**src/rtl/bubble_pkg.sv**
```systemverilog
// Shared types and constants for the screen-object movers: item FSM encoding,
// fixed-point layout of vertical positions and default playfield geometry.
package bubble_pkg;

    typedef enum logic [1:0] {
        ITEM_IDLE    = 2'd0,
        ITEM_FALLING = 2'd1,
        ITEM_LANDED  = 2'd2,
        ITEM_BLINK   = 2'd3
    } item_state_t;

    localparam int COORD_W      = 11;
    localparam int FRAC_BITS    = 4;
    localparam int SCREEN_W_DEF = 640;
    localparam int FLOOR_Y_DEF  = 440;

    // Keeps a requested left edge from pushing the object past the right border.
    function automatic logic [COORD_W-1:0] clamp_left_x(
        input logic [COORD_W-1:0] x,
        input logic [COORD_W-1:0] max_x
    );
        return (x > max_x) ? max_x : x;
    endfunction

endpackage

```
**src/rtl/rect_offset_calc.sv**
```systemverilog
// Registered pixel-to-object stage: item-local offsets plus the inside qualifier,
// one cycle after the scan position is sampled.
module rect_offset_calc
    import bubble_pkg::*;
#(
    parameter int OBJ_W = 25,
    parameter int OBJ_H = 25
) (
    input  logic               clk_i,
    input  logic               reset_i,
    input  logic [COORD_W-1:0] pixel_x_i,
    input  logic [COORD_W-1:0] pixel_y_i,
    input  logic [COORD_W-1:0] top_left_x_i,
    input  logic [COORD_W-1:0] top_left_y_i,
    input  logic               enable_i,
    output logic [COORD_W-1:0] offset_x_o,
    output logic [COORD_W-1:0] offset_y_o,
    output logic               inside_o
);

    logic [COORD_W-1:0] dx_s;
    logic [COORD_W-1:0] dy_s;
    logic               inside_s;
    logic [COORD_W-1:0] offset_x_q;
    logic [COORD_W-1:0] offset_y_q;
    logic               inside_q;

    // Wrapped differences: pixels left of / above the box become large and fail the bound.
    always_comb begin
        dx_s     = pixel_x_i - top_left_x_i;
        dy_s     = pixel_y_i - top_left_y_i;
        inside_s = enable_i && (dx_s < COORD_W'(OBJ_W)) && (dy_s < COORD_W'(OBJ_H));
    end

    // Offsets are zeroed outside the box so the ROM index never leaves range.
    always_ff @(posedge clk_i) begin
        if (reset_i) begin
            offset_x_q <= '0;
            offset_y_q <= '0;
            inside_q   <= 1'b0;
        end else begin
            offset_x_q <= inside_s ? dx_s : '0;
            offset_y_q <= inside_s ? dy_s : '0;
            inside_q   <= inside_s;
        end
    end

    assign offset_x_o = offset_x_q;
    assign offset_y_o = offset_y_q;
    assign inside_o   = inside_q;

endmodule

```
**src/rtl/bonus_item_mover.sv**
```systemverilog
// Super-rope bonus pickup: falls under gravity, rests on the floor, blinks, expires;
// collection ends it early. Feeds the 25x25 bitmap ROM stage.
module bonus_item_mover
    import bubble_pkg::*;
#(
    parameter int OBJ_W         = 25,
    parameter int OBJ_H         = 25,
    parameter int SCREEN_W      = SCREEN_W_DEF,
    parameter int FLOOR_Y       = FLOOR_Y_DEF,
    parameter int GRAVITY       = 2,
    parameter int MAX_SPEED     = 64,
    parameter int LINGER_FRAMES = 300,
    parameter int BLINK_FRAMES  = 120,
    parameter int BLINK_PERIOD  = 8
) (
    input  logic               clk,
    input  logic               reset,
    input  logic               startOfFrame,
    input  logic [COORD_W-1:0] pixelX,
    input  logic [COORD_W-1:0] pixelY,
    input  logic               spawn,
    input  logic [COORD_W-1:0] spawnX,
    input  logic               collected,
    output logic [COORD_W-1:0] offsetX,
    output logic [COORD_W-1:0] offsetY,
    output logic               InsideRectangle,
    output logic               active,
    output logic               pickup
);

    localparam int POS_W   = COORD_W + FRAC_BITS;
    localparam int SPEED_W = 7 + FRAC_BITS;
    localparam int CNT_W   = $clog2((LINGER_FRAMES > BLINK_FRAMES) ? LINGER_FRAMES : BLINK_FRAMES);
    localparam int PH_W    = $clog2(BLINK_PERIOD) + 1;
    localparam logic [POS_W-1:0] FLOOR_POS = POS_W'((FLOOR_Y - OBJ_H) << FRAC_BITS);

    item_state_t        state_q,     state_d;
    logic [COORD_W-1:0] tlx_q,       tlx_d;
    logic [POS_W-1:0]   pos_y_q,     pos_y_d;
    logic [SPEED_W-1:0] speed_q,     speed_d;
    logic [CNT_W-1:0]   frame_cnt_q, frame_cnt_d;
    logic [PH_W-1:0]    phase_cnt_q, phase_cnt_d;
    logic               visible_q,   visible_d;
    logic               pickup_q,    pickup_d;

    logic [SPEED_W-1:0] speed_sum_s;
    logic [SPEED_W-1:0] speed_new_s;
    logic [POS_W-1:0]   pos_new_s;
    logic               hits_floor_s;
    logic               is_active_s;

    // Gravity integrator candidate for the next frame, plus floor contact test.
    always_comb begin
        speed_sum_s  = speed_q + SPEED_W'(GRAVITY);
        speed_new_s  = (speed_sum_s > SPEED_W'(MAX_SPEED)) ? SPEED_W'(MAX_SPEED) : speed_sum_s;
        pos_new_s    = pos_y_q + POS_W'(speed_new_s);
        hits_floor_s = ({1'b0, pos_new_s[POS_W-1:FRAC_BITS]} + (COORD_W+1)'(OBJ_H))
                       >= (COORD_W+1)'(FLOOR_Y);
        is_active_s  = (state_q != ITEM_IDLE);
    end

    // Lifetime FSM; collection outranks the frame update, which outranks spawn.
    always_comb begin
        state_d     = state_q;
        tlx_d       = tlx_q;
        pos_y_d     = pos_y_q;
        speed_d     = speed_q;
        frame_cnt_d = frame_cnt_q;
        phase_cnt_d = phase_cnt_q;
        visible_d   = visible_q;
        pickup_d    = 1'b0;
        if (collected && is_active_s) begin
            state_d     = ITEM_IDLE;
            pickup_d    = 1'b1;
            speed_d     = '0;
            frame_cnt_d = '0;
            phase_cnt_d = '0;
            visible_d   = 1'b1;
        end else if (startOfFrame && is_active_s) begin
            case (state_q)
                ITEM_FALLING: begin
                    if (hits_floor_s) begin
                        state_d     = ITEM_LANDED;
                        pos_y_d     = FLOOR_POS;
                        speed_d     = '0;
                        frame_cnt_d = '0;
                    end else begin
                        pos_y_d = pos_new_s;
                        speed_d = speed_new_s;
                    end
                end
                ITEM_LANDED: begin
                    if (frame_cnt_q == CNT_W'(LINGER_FRAMES - 1)) begin
                        state_d     = ITEM_BLINK;
                        frame_cnt_d = '0;
                        phase_cnt_d = '0;
                        visible_d   = 1'b1;
                    end else begin
                        frame_cnt_d = frame_cnt_q + CNT_W'(1);
                    end
                end
                ITEM_BLINK: begin
                    if (frame_cnt_q == CNT_W'(BLINK_FRAMES - 1)) begin
                        state_d     = ITEM_IDLE;
                        frame_cnt_d = '0;
                        phase_cnt_d = '0;
                        visible_d   = 1'b1;
                    end else if (phase_cnt_q == PH_W'(BLINK_PERIOD - 1)) begin
                        frame_cnt_d = frame_cnt_q + CNT_W'(1);
                        phase_cnt_d = '0;
                        visible_d   = ~visible_q;
                    end else begin
                        frame_cnt_d = frame_cnt_q + CNT_W'(1);
                        phase_cnt_d = phase_cnt_q + PH_W'(1);
                    end
                end
                default: begin
                    state_d = ITEM_IDLE;
                end
            endcase
        end else if (spawn && !is_active_s) begin
            state_d     = ITEM_FALLING;
            tlx_d       = clamp_left_x(spawnX, COORD_W'(SCREEN_W - OBJ_W));
            pos_y_d     = '0;
            speed_d     = '0;
            frame_cnt_d = '0;
            phase_cnt_d = '0;
            visible_d   = 1'b1;
        end else begin
            state_d = state_q;
        end
    end

    // State registers.
    always_ff @(posedge clk) begin
        if (reset) begin
            state_q     <= ITEM_IDLE;
            tlx_q       <= '0;
            pos_y_q     <= '0;
            speed_q     <= '0;
            frame_cnt_q <= '0;
            phase_cnt_q <= '0;
            visible_q   <= 1'b1;
            pickup_q    <= 1'b0;
        end else begin
            state_q     <= state_d;
            tlx_q       <= tlx_d;
            pos_y_q     <= pos_y_d;
            speed_q     <= speed_d;
            frame_cnt_q <= frame_cnt_d;
            phase_cnt_q <= phase_cnt_d;
            visible_q   <= visible_d;
            pickup_q    <= pickup_d;
        end
    end

    rect_offset_calc #(
        .OBJ_W (OBJ_W),
        .OBJ_H (OBJ_H)
    ) u_rect (
        .clk_i        (clk),
        .reset_i      (reset),
        .pixel_x_i    (pixelX),
        .pixel_y_i    (pixelY),
        .top_left_x_i (tlx_q),
        .top_left_y_i (pos_y_q[POS_W-1:FRAC_BITS]),
        .enable_i     (is_active_s && visible_q),
        .offset_x_o   (offsetX),
        .offset_y_o   (offsetY),
        .inside_o     (InsideRectangle)
    );

    assign active = is_active_s;
    assign pickup = pickup_q;

endmodule

```
**config.mk**
```make
export PLATFORM = sky130hd
export DESIGN_NAME = bonus_item_mover
export DESIGN_NICKNAME = d
export VERILOG_FILES = /design/src/rtl/bubble_pkg.sv /design/src/rtl/rect_offset_calc.sv /design/src/rtl/bonus_item_mover.sv
export SDC_FILE = /design/constraint.sdc
export NUM_CORES = 1
export LEC_CHECK = 0
export ABC_AREA = 1
export CORE_MARGIN = 3
export CORE_UTILIZATION = 40
export CTS_BUF_LIST = sky130_fd_sc_hd__clkbuf_8
export CTS_CLUSTER_SIZE = 40
export DETAILED_ROUTE_END_ITERATION = 8
export GPL_TIMING_DRIVEN = 0
export PLACE_DENSITY = 0.7
export SLEW_MARGIN = 20
export SYNTH_ARGS = -nofsm -noshare
export SYNTH_HDL_FRONTEND = slang
export SYNTH_SLANG_ARGS = --single-unit
```
**constraint.sdc**
```tcl
create_clock -name clk -period 3.45 [get_ports clk]
set_input_delay 0.5175 -clock clk [delete_from_list [all_inputs] [get_ports clk]]
set_output_delay 0.5175 -clock clk [all_outputs]
set_load 0.01 [all_outputs]
```
==> results of run 1 <==
[layout by cell type, fill, tap and decap left out, types with 8 or more instances in the layout]
master / netlist / final
a21oi_1: 60 / 52
buf_4: 0 / 16
clkbuf_8: 0 / 9
clkdlybuf4s50_1: 0 / 62
conb_1: 1 / 16
dfxtp_1: 77 / 72
ha_1: 36 / 32
inv_1: 111 / 108
nand2_1: 154 / 139
nand2_2: 15 / 23
nand3_1: 32 / 30
nand4_1: 9 / 9
nor2_1: 88 / 80
nor2_2: 5 / 9
nor3_1: 13 / 13
o21ai_0: 18 / 12
xnor2_1: 8 / 8
xor2_1: 19 / 17
[how the worst max path moves through the flow]
stage / end / slack (ns) / cells after the start
after detailed placement: frame_cnt_q[7] / -0.35 / 26
after floorplan: frame_cnt_q[8] / 0.23 / 26
after CTS: speed_q[4] / 0.01 / 25
final: pos_y_q[5] / 0.13 / 20
after global routing: pos_y_q[3] / -0.06 / 28
after global placement: pos_y_q[10] / -0.35 / 24
[sequential cells by signal (all words and copies together), names as in the netlist]
name,cells
state_q,2
u_rect.offset_y_o,11
visible_q,1
speed_q,11
pos_y_q,15
phase_cnt_q,4
u_rect.offset_x_o,11
tlx_q,11
frame_cnt_q,9
u_rect.inside_o,1
pickup,1
[logic make-up (layout without fill, tap and decap cells)]
logic type | count (synthesis) | after routing | synth area share
adder cells (fa/ha/maj) | 39 | 39 | 0.104
XOR/XNOR | 27 | 27 | 0.0481
AND/OR/NAND/NOR | 336 | 336 | 0.310
AO/OA/AOI/OAI | 108 | 108 | 0.126
buffers and inverters | 123 | 221 | 0.0973
other | 1 | 16 | 0.000763
flip-flops | 77 | 77 | 0.314
[per-stage QoR]
stage	hold WS (ns)	instance area [um2]
floorplan	0.436	4970
detailed placement	0.461	5770
finish	0.471	6420
global placement	0.455	5770
CTS	0.474	6030
global route	0.486	6420
[layer usage]
metal,vias up,routed length [um],global-route usage,part of all wire
met5,-,0,0,0
met4,0,150,0.0558,0.013
met3,12,489,0.0319,0.041
met2,78,5690,0.283,0.48
met1,2076,5480,0.227,0.46
li1,2477,-,-,-
[power by group]
group	switching, mW	leakage (nW)	total (mW)	internal [mW]
clock	0.358	0.0881	0.629	0.271
combinational	0.739	2.15	1.24	0.506
sequential	0.0839	0.632	1.08	1.00
[worst max-delay path: stages (launching register included)]
cell,delay [ns]
dfxtp_4,0.39
buf_12,0.10
nand3_4,0.10
nor2_4,0.17
nand2_1,0.08
nand2_2,0.07
nand3_4,0.09
nor2_8,0.14
nand2_1,0.14
ha_2,0.33
a21o_1,0.22
a21oi_1,0.22
o21ai_0,0.11
nand3_1,0.10
o21ai_2,0.08
xor2_2,0.16
nor2_4,0.20
buf_4,0.17
nand2_8,0.08
o21ai_1,0.15
a21oi_1,0.09
[what timing repair did]
action / in CTS / in global routing
pin swaps: 5 / 25
hold buffers: 0 / 0
gates resized for setup: 16 / 71
gates cloned: 1 / 1
endpoints found under the setup margin: 29 / 41
buffers inserted: 3 / 15
[final cells by class]
cell class                      count  area [um2]  share of cell area
Multi-Input combinational cell    526        3210               0.501
Clock buffer                        9         124              0.0193
Sequential cell                    77        1550               0.242
Inverter                          113         432              0.0672
Buffer                             10        60.1             0.00935
Clock inverter                      7        57.6             0.00896
Tap cell                          143         179              0.0279
Timing Repair Buffer               82         802               0.125
==> out/summary.txt, run 1 <==
status -> complete, no violations
Post-synth EDFFs -> 0
CTS tree -> done
period utilisation layout -> 0.963
count of different cell masters after synthesis -> 46
Final Util -> 0.548
Buffers on Ports -> 62
first-pass GRT wire length -> 18.7 mm
vias post-DR -> 4643
Pwr Total -> 2.96 mW
Core ar. -> 11700 um2
Post-synth ARST share -> 0
post-DR vias/cell -> 4.80
Crit Reg-Reg Startpoint -> speed_q[2]
Worst-path clk slew -> 0.09 ns
max_cap viols -> 0
Post-Layout Cell Count -> 967
starting density of the core -> 0.419
YS warnings -> 0
Avg Cell Area, Syn -> 6.91 um2
Worst Reg-to-Reg Cells -> 20
Sink Count -> 77
Layout Nets -> 896
critical path class -> register to register
post-DP HPWL -> 8.92 mm
FMAX -> 301 MHz
Hold Vio Cnt, Final -> 0
critical path endpoint category -> register
biggest area consumer among synthesized cells -> dfxtp_1
reg-to-reg setup timing slack -> 0.13 ns
clk_lat worst skew -> 0.36 ns
num rows -> 39
Placement Setup Slack -> -0.348 ns
RSZ-0062 raised after global routing -> true
final worst slack -> 0.126 ns
CP Launch Point -> speed_q[2]
Synth area leaders -> dfxtp_1 31%, nand2_1 12%, ha_1 9.2%
flops & latches, synth -> 77
gpl congestion -> 0.870
total gr overflow -> 0
Mapped Cells -> 711
HP Start -> tlx_q[7]
Pre-antenna DRT Iters -> 4
DR WL/cell -> 12.2 um
most frequent cell after synthesis -> nand2_1
H-tree levels -> 3
critical path arrival -> 3.54 ns
post-synthesis instance area -> 4910 um2
CTS Root Cell -> clkbuf_8
CTS max path bufs -> 2
sequential fraction of the synthesis area -> 0.314
antenna violations before repair -> 0
clock skew -> 0.0138 ns
Hold WC Path Type -> register to register
Crit path required time -> 3.67 ns
actual slew at the worst max-slew pin -> 0.588 ns
PD cells -> 461 nW/um2
post-layout minimum cycle time -> 3.32 ns
Synth top cells by count -> 154 x nand2_1, 111 x inv_1, 88 x nor2_1, 77 x dfxtp_1, 60 x a21oi_1
reg-to-reg endpoint -> pos_y_q[5]
CP startpoint kind -> register
Chip Height -> 117 um
die footprint -> 13600 um2
critical path fanouts, max -> 9
# IOs -> 63
VDD IR max -> 0.388 mV
Residual DRC -> 0
Die W -> 117 um
Num CTS Buffers -> 9
share of the synthesized area in the top cell type -> 0.314
Hold Crit Depth -> 2
gr usage total -> 0.171
LEAKAGE -> 2.88 nW
Layout area overhead -> 30.7%
Finish-stage setup viols -> 0
setup TNS -> 0 ns
placed insts -> 931
largest net degree at the start of global routing -> 16
Antenna Nets Post-Route -> 0
max-slew violation count -> 0
Worst Hold End -> tlx_q[7]
Slew headroom -> 0.608
number of global-route vias before repair -> 4195
WL final -> 11.8 mm
violation count after the first detailed-routing iteration -> 230
ANT cells -> 0
ys flop type -> dfxtp_1
layout cells sized above 1 -> 0.155
fillers -> 1131
(Power assumes the default switching activity.)
==> inputs of run 2 (changes only) <==
--- a/config.mk
+++ b/config.mk
@@ -5,14 +5,13 @@
 export SDC_FILE = /design/constraint.sdc
 export NUM_CORES = 1
 export LEC_CHECK = 0
-export ABC_AREA = 1
 export CORE_MARGIN = 3
 export CORE_UTILIZATION = 40
 export CTS_BUF_LIST = sky130_fd_sc_hd__clkbuf_8
 export CTS_CLUSTER_SIZE = 40
 export DETAILED_ROUTE_END_ITERATION = 8
 export GPL_TIMING_DRIVEN = 0
-export PLACE_DENSITY = 0.7
+export PLACE_DENSITY_LB_ADDON = 0.08
 export SLEW_MARGIN = 20
 export SYNTH_ARGS = -nofsm -noshare
 export SYNTH_HDL_FRONTEND = slang
==> run 2 against run 1 <==
The run now ends with negative setup slack left; clock skew about the same; sequential power down 14%; global-route usage up 2.9 points; worst hold slack better by 0.0026 ns; register-to-register slack worse by 1.4 ns; critical path depth down 3; cell count down 3.5%; setup slack worse by 1.4 ns; synthesized cell count down 11%; critical path type unchanged; largest cell class unchanged; largest power group is now sequential cells.
==> out/summary.txt, run 2 <==
status -> complete, but fails checks
failing checks -> negative setup slack
CTS tree -> done
gpl congestion -> 0.899 (+3.4%)
post-DP HPWL -> 10.5 mm (+18%)
critical path endpoint category -> register
setup TNS -> -34.28 ns (-34.28 ns)
Crit path required time -> 3.75 ns (+0.08 ns)
Finish-stage setup viols -> 31 (+31)
Most flops, register -> pos_y_q
Hold Vio Cnt, Final -> 0 (unchanged)
most frequent cell after synthesis -> dfxtp_1
Synth area leaders -> dfxtp_1 30%, ha_1 8.9%, nand2_1 4.3%
first-pass GRT wire length -> 23.2 mm (+24%)
biggest area consumer among synthesized cells -> dfxtp_1
post-synthesis instance area -> 5070 um2 (+3.3%)
design area -> 7110 um2 (+11%)
max reg flops -> 15 (unchanged)
gr usage total -> 0.200 (+0.0286)
Hold WC Path Type -> register to register
reg-to-reg endpoint -> frame_cnt_q[7]
worst-path cell chain -> buf_4, buf_4, nor4bb_4, nor3_4, nor4_4, buf_4, and3_4, ha_4, fa_1, nand3_1, a21boi_0, o21ai_1, a221oi_2, or4b_4, a211o_4, a31o_4, o31ai_1
Placement Setup Slack -> -1.47 ns (-1.12 ns)
WP buf/inv -> 3 (+1)
post-detailed-placement cell area -> 6100 um2 (+5.7%)
post-DR vias/cell -> 5.50 (+14%)
Sink Count -> 77 (unchanged)
# IOs -> 63 (unchanged)
most common cell after layout, fill and taps aside -> dfxtp_1
Pre-antenna DRT Iters -> 5 (+1)
clk_lat worst skew -> 0.37 ns (about the same)
RSZ-0062 raised after global routing -> true
Die W -> 119 um (+1.6%)
Num CTS Buffers -> 9 (unchanged)
Worst-path clk slew -> 0.10 ns (about the same)
Post-synth ARST share -> 0 (unchanged)
flops & latches, synth -> 77 (unchanged)
actual slew at the worst max-slew pin -> 1.05 ns (+0.464 ns)
HP Start -> tlx_q[2]
largest net degree at the start of global routing -> 17 (+1)
layout cells sized above 1 -> 0.203 (+0.0473)
critical path arrival -> 5.01 ns (+1.47 ns)
VDD IR max -> 0.259 mV (-33%)
Worst path top cell family by delay -> compound AO/OA/AOI/OAI gates
num rows -> 40 (+2.6%)
total gr overflow -> 0 (unchanged)
antenna violations before repair -> 0 (unchanged)
PD cells -> 317 nW/um2 (-31%)
Buffers on Ports -> 62 (unchanged)
Chip Height -> 119 um (+1.6%)
Residual DRC -> 0 (unchanged)
cts hold-fix bufs -> 0 (unchanged)
FMAX -> 212 MHz (-29%)
max_cap viols -> 0 (unchanged)
ys flop type -> dfxtp_1
Slew headroom -> 0.292 (-0.315)
Worst Hold End -> tlx_q[2]
number of global-route vias before repair -> 4886 (+16%)
WL final -> 14.5 mm (+23%)
CP startpoint kind -> register
CTS max path bufs -> 2 (unchanged)
H-tree levels -> 3 (unchanged)
starting density of the core -> 0.416 (-0.00387)
Synth top cells by count -> 77 x dfxtp_1, 58 x nand2_1, 46 x inv_1, 41 x a21oi_1, 39 x nor2_1
post-layout minimum cycle time -> 4.71 ns (+1.39 ns)
LEAKAGE -> 2.79 nW (-3.0%)
Hold Crit Depth -> 2 (unchanged)
Layout Nets -> 837 (-6.6%)
cell at the slowest stage of the critical path -> a21boi_0
clock skew -> 0.0136 ns (-0.000243 ns)
vias post-DR -> 5129 (+10%)
Layout area overhead -> 40.1%
Avg Cell Area, Syn -> 7.99 um2 (+16%)
count of different cell masters after synthesis -> 76 (+65%)
reg-to-reg setup timing slack -> -1.26 ns (-1.39 ns)
die footprint -> 14100 um2 (+3.1%)
Core ar. -> 12200 um2 (+4.3%)
Mapped Cells -> 635 (-11%)
Max stage delay on crit path -> 0.52 ns (+0.13 ns)
most used cell along the critical path -> buf_4
period utilisation layout -> 1.37 (+0.402)
DR WL/cell -> 15.6 um (+28%)
most frequent cells in the layout -> 74 x dfxtp_1, 61 x clkdlybuf4s50_1, 54 x nand2_1, 46 x inv_1, 37 x nor2_1
Antenna Nets Post-Route -> 0 (unchanged)
Worst Reg-to-Reg Cells -> 17 (-15%)
critical path class -> register to register
max-slew violation count -> 0 (unchanged)
Pwr Total -> 2.26 mW (-24%)
Crit Reg-Reg Startpoint -> speed_q[1]
Post-synth EDFFs -> 0 (unchanged)
CTS Root Cell -> clkbuf_8
YS warnings -> 0 (unchanged)
violation count after the first detailed-routing iteration -> 389 (+69%)
sequential fraction of the synthesis area -> 0.304 (-0.0101)
share of the synthesized area in the top cell type -> 0.304 (-0.0101)
critical path fanouts, max -> 8 (-1)
Hold WS -> 0.474 ns (+0.00256 ns)
final worst slack -> -1.26 ns (-1.39 ns)
ANT cells -> 0 (unchanged)
run 2: cell types whose count changed in the layout (fill, tap and decap cells not counted), moves of 10 or more:
cell      before  now
a21oi_1       52   31
and3_1         1   20
buf_4         16   33
inv_1        108   46
nand2_1      139   54
nand2_2       23    4
nand2b_1       0   10
nand3_1       30   15
nor2_1        80   37
nor2b_1        0   12
xor2_1        17    7
run 2: final cells by class:
| cell class | instances | area [um2] |
|---|---|---|
| multi-input combinational | 503 | 3850 |
| clock buffer | 9 | 124 |
| sequential | 77 | 1550 |
| inverter | 46 | 173 |
| clock inverter | 7 | 87.6 |
| fill | 1167 | 5100 |
| buffer | 21 | 146 |
| timing repair buffer | 102 | 970 |
| tap | 168 | 210 |
run 2: worst max-delay path by stage:
| stage | from | to | cells past startpoint |
|---|---|---|---|
| after global routing | speed_q[2] | frame_cnt_q[5] | 19 |
| after CTS | speed_q[1] | frame_cnt_q[5] | 17 |
| final | speed_q[1] | frame_cnt_q[7] | 17 |
| after floorplan | speed_q[1] | frame_cnt_q[5] | 16 |
| after detailed placement | speed_q[1] | frame_cnt_q[3] | 16 |
| after global placement | speed_q[1] | frame_cnt_q[5] | 16 |
run 2: routing by layer:
metal	vias up	GRT usage	wire length, um
li1	2582	-	-
met1	2428	0.262	6770
met2	92	0.327	6960
met3	27	0.0349	472
met4	0	0.0789	344
met5	-	0	0
run 2: repair_timing:
item | 4_1_cts | 5_1_grt
gates resized for setup | 48 | 64
cloned | 1 | 1
setup buffers | 26 | 12
endpoints found under the setup margin | 42 | 42
pin swaps | 24 | 42
run 2: logic make-up (layout without fill, tap and decap cells):
kind of cell / count (synthesis) / after routing / share of synthesized area
and+or+nand+nor: 250 / 250 / 0.267
AOI/OAI and AO/OA: 177 / 177 / 0.238
DFF: 77 / 77 / 0.304
buffers and inverters: 70 / 185 / 0.0525
adders and majority gates: 41 / 41 / 0.105
xor gates and xnor gates: 15 / 15 / 0.0259
muxes: 4 / 4 / 0.00789
other: 1 / 16 / 0.000739
run 2: per-stage QoR:
stage	instances	utilization
floorplan	650	-
global placement	880	0.499
detailed placement	880	0.499
CTS	921	0.551
global route	933	0.582
finish	933	0.582
run 2: worst min-delay path, delay by kind of cell (launching register included):
family,cells,cell delay [ns]
buf+inv,1,0.07
compound gates,1,0.06
flops,1,0.30
run 2: where the power goes:
group / switching, mW / leakage (nW) / internal [mW]
clock: 0.394 / 0.109 / 0.353
sequential: 0.0171 / 0.629 / 0.916
combinational: 0.339 / 2.05 / 0.237
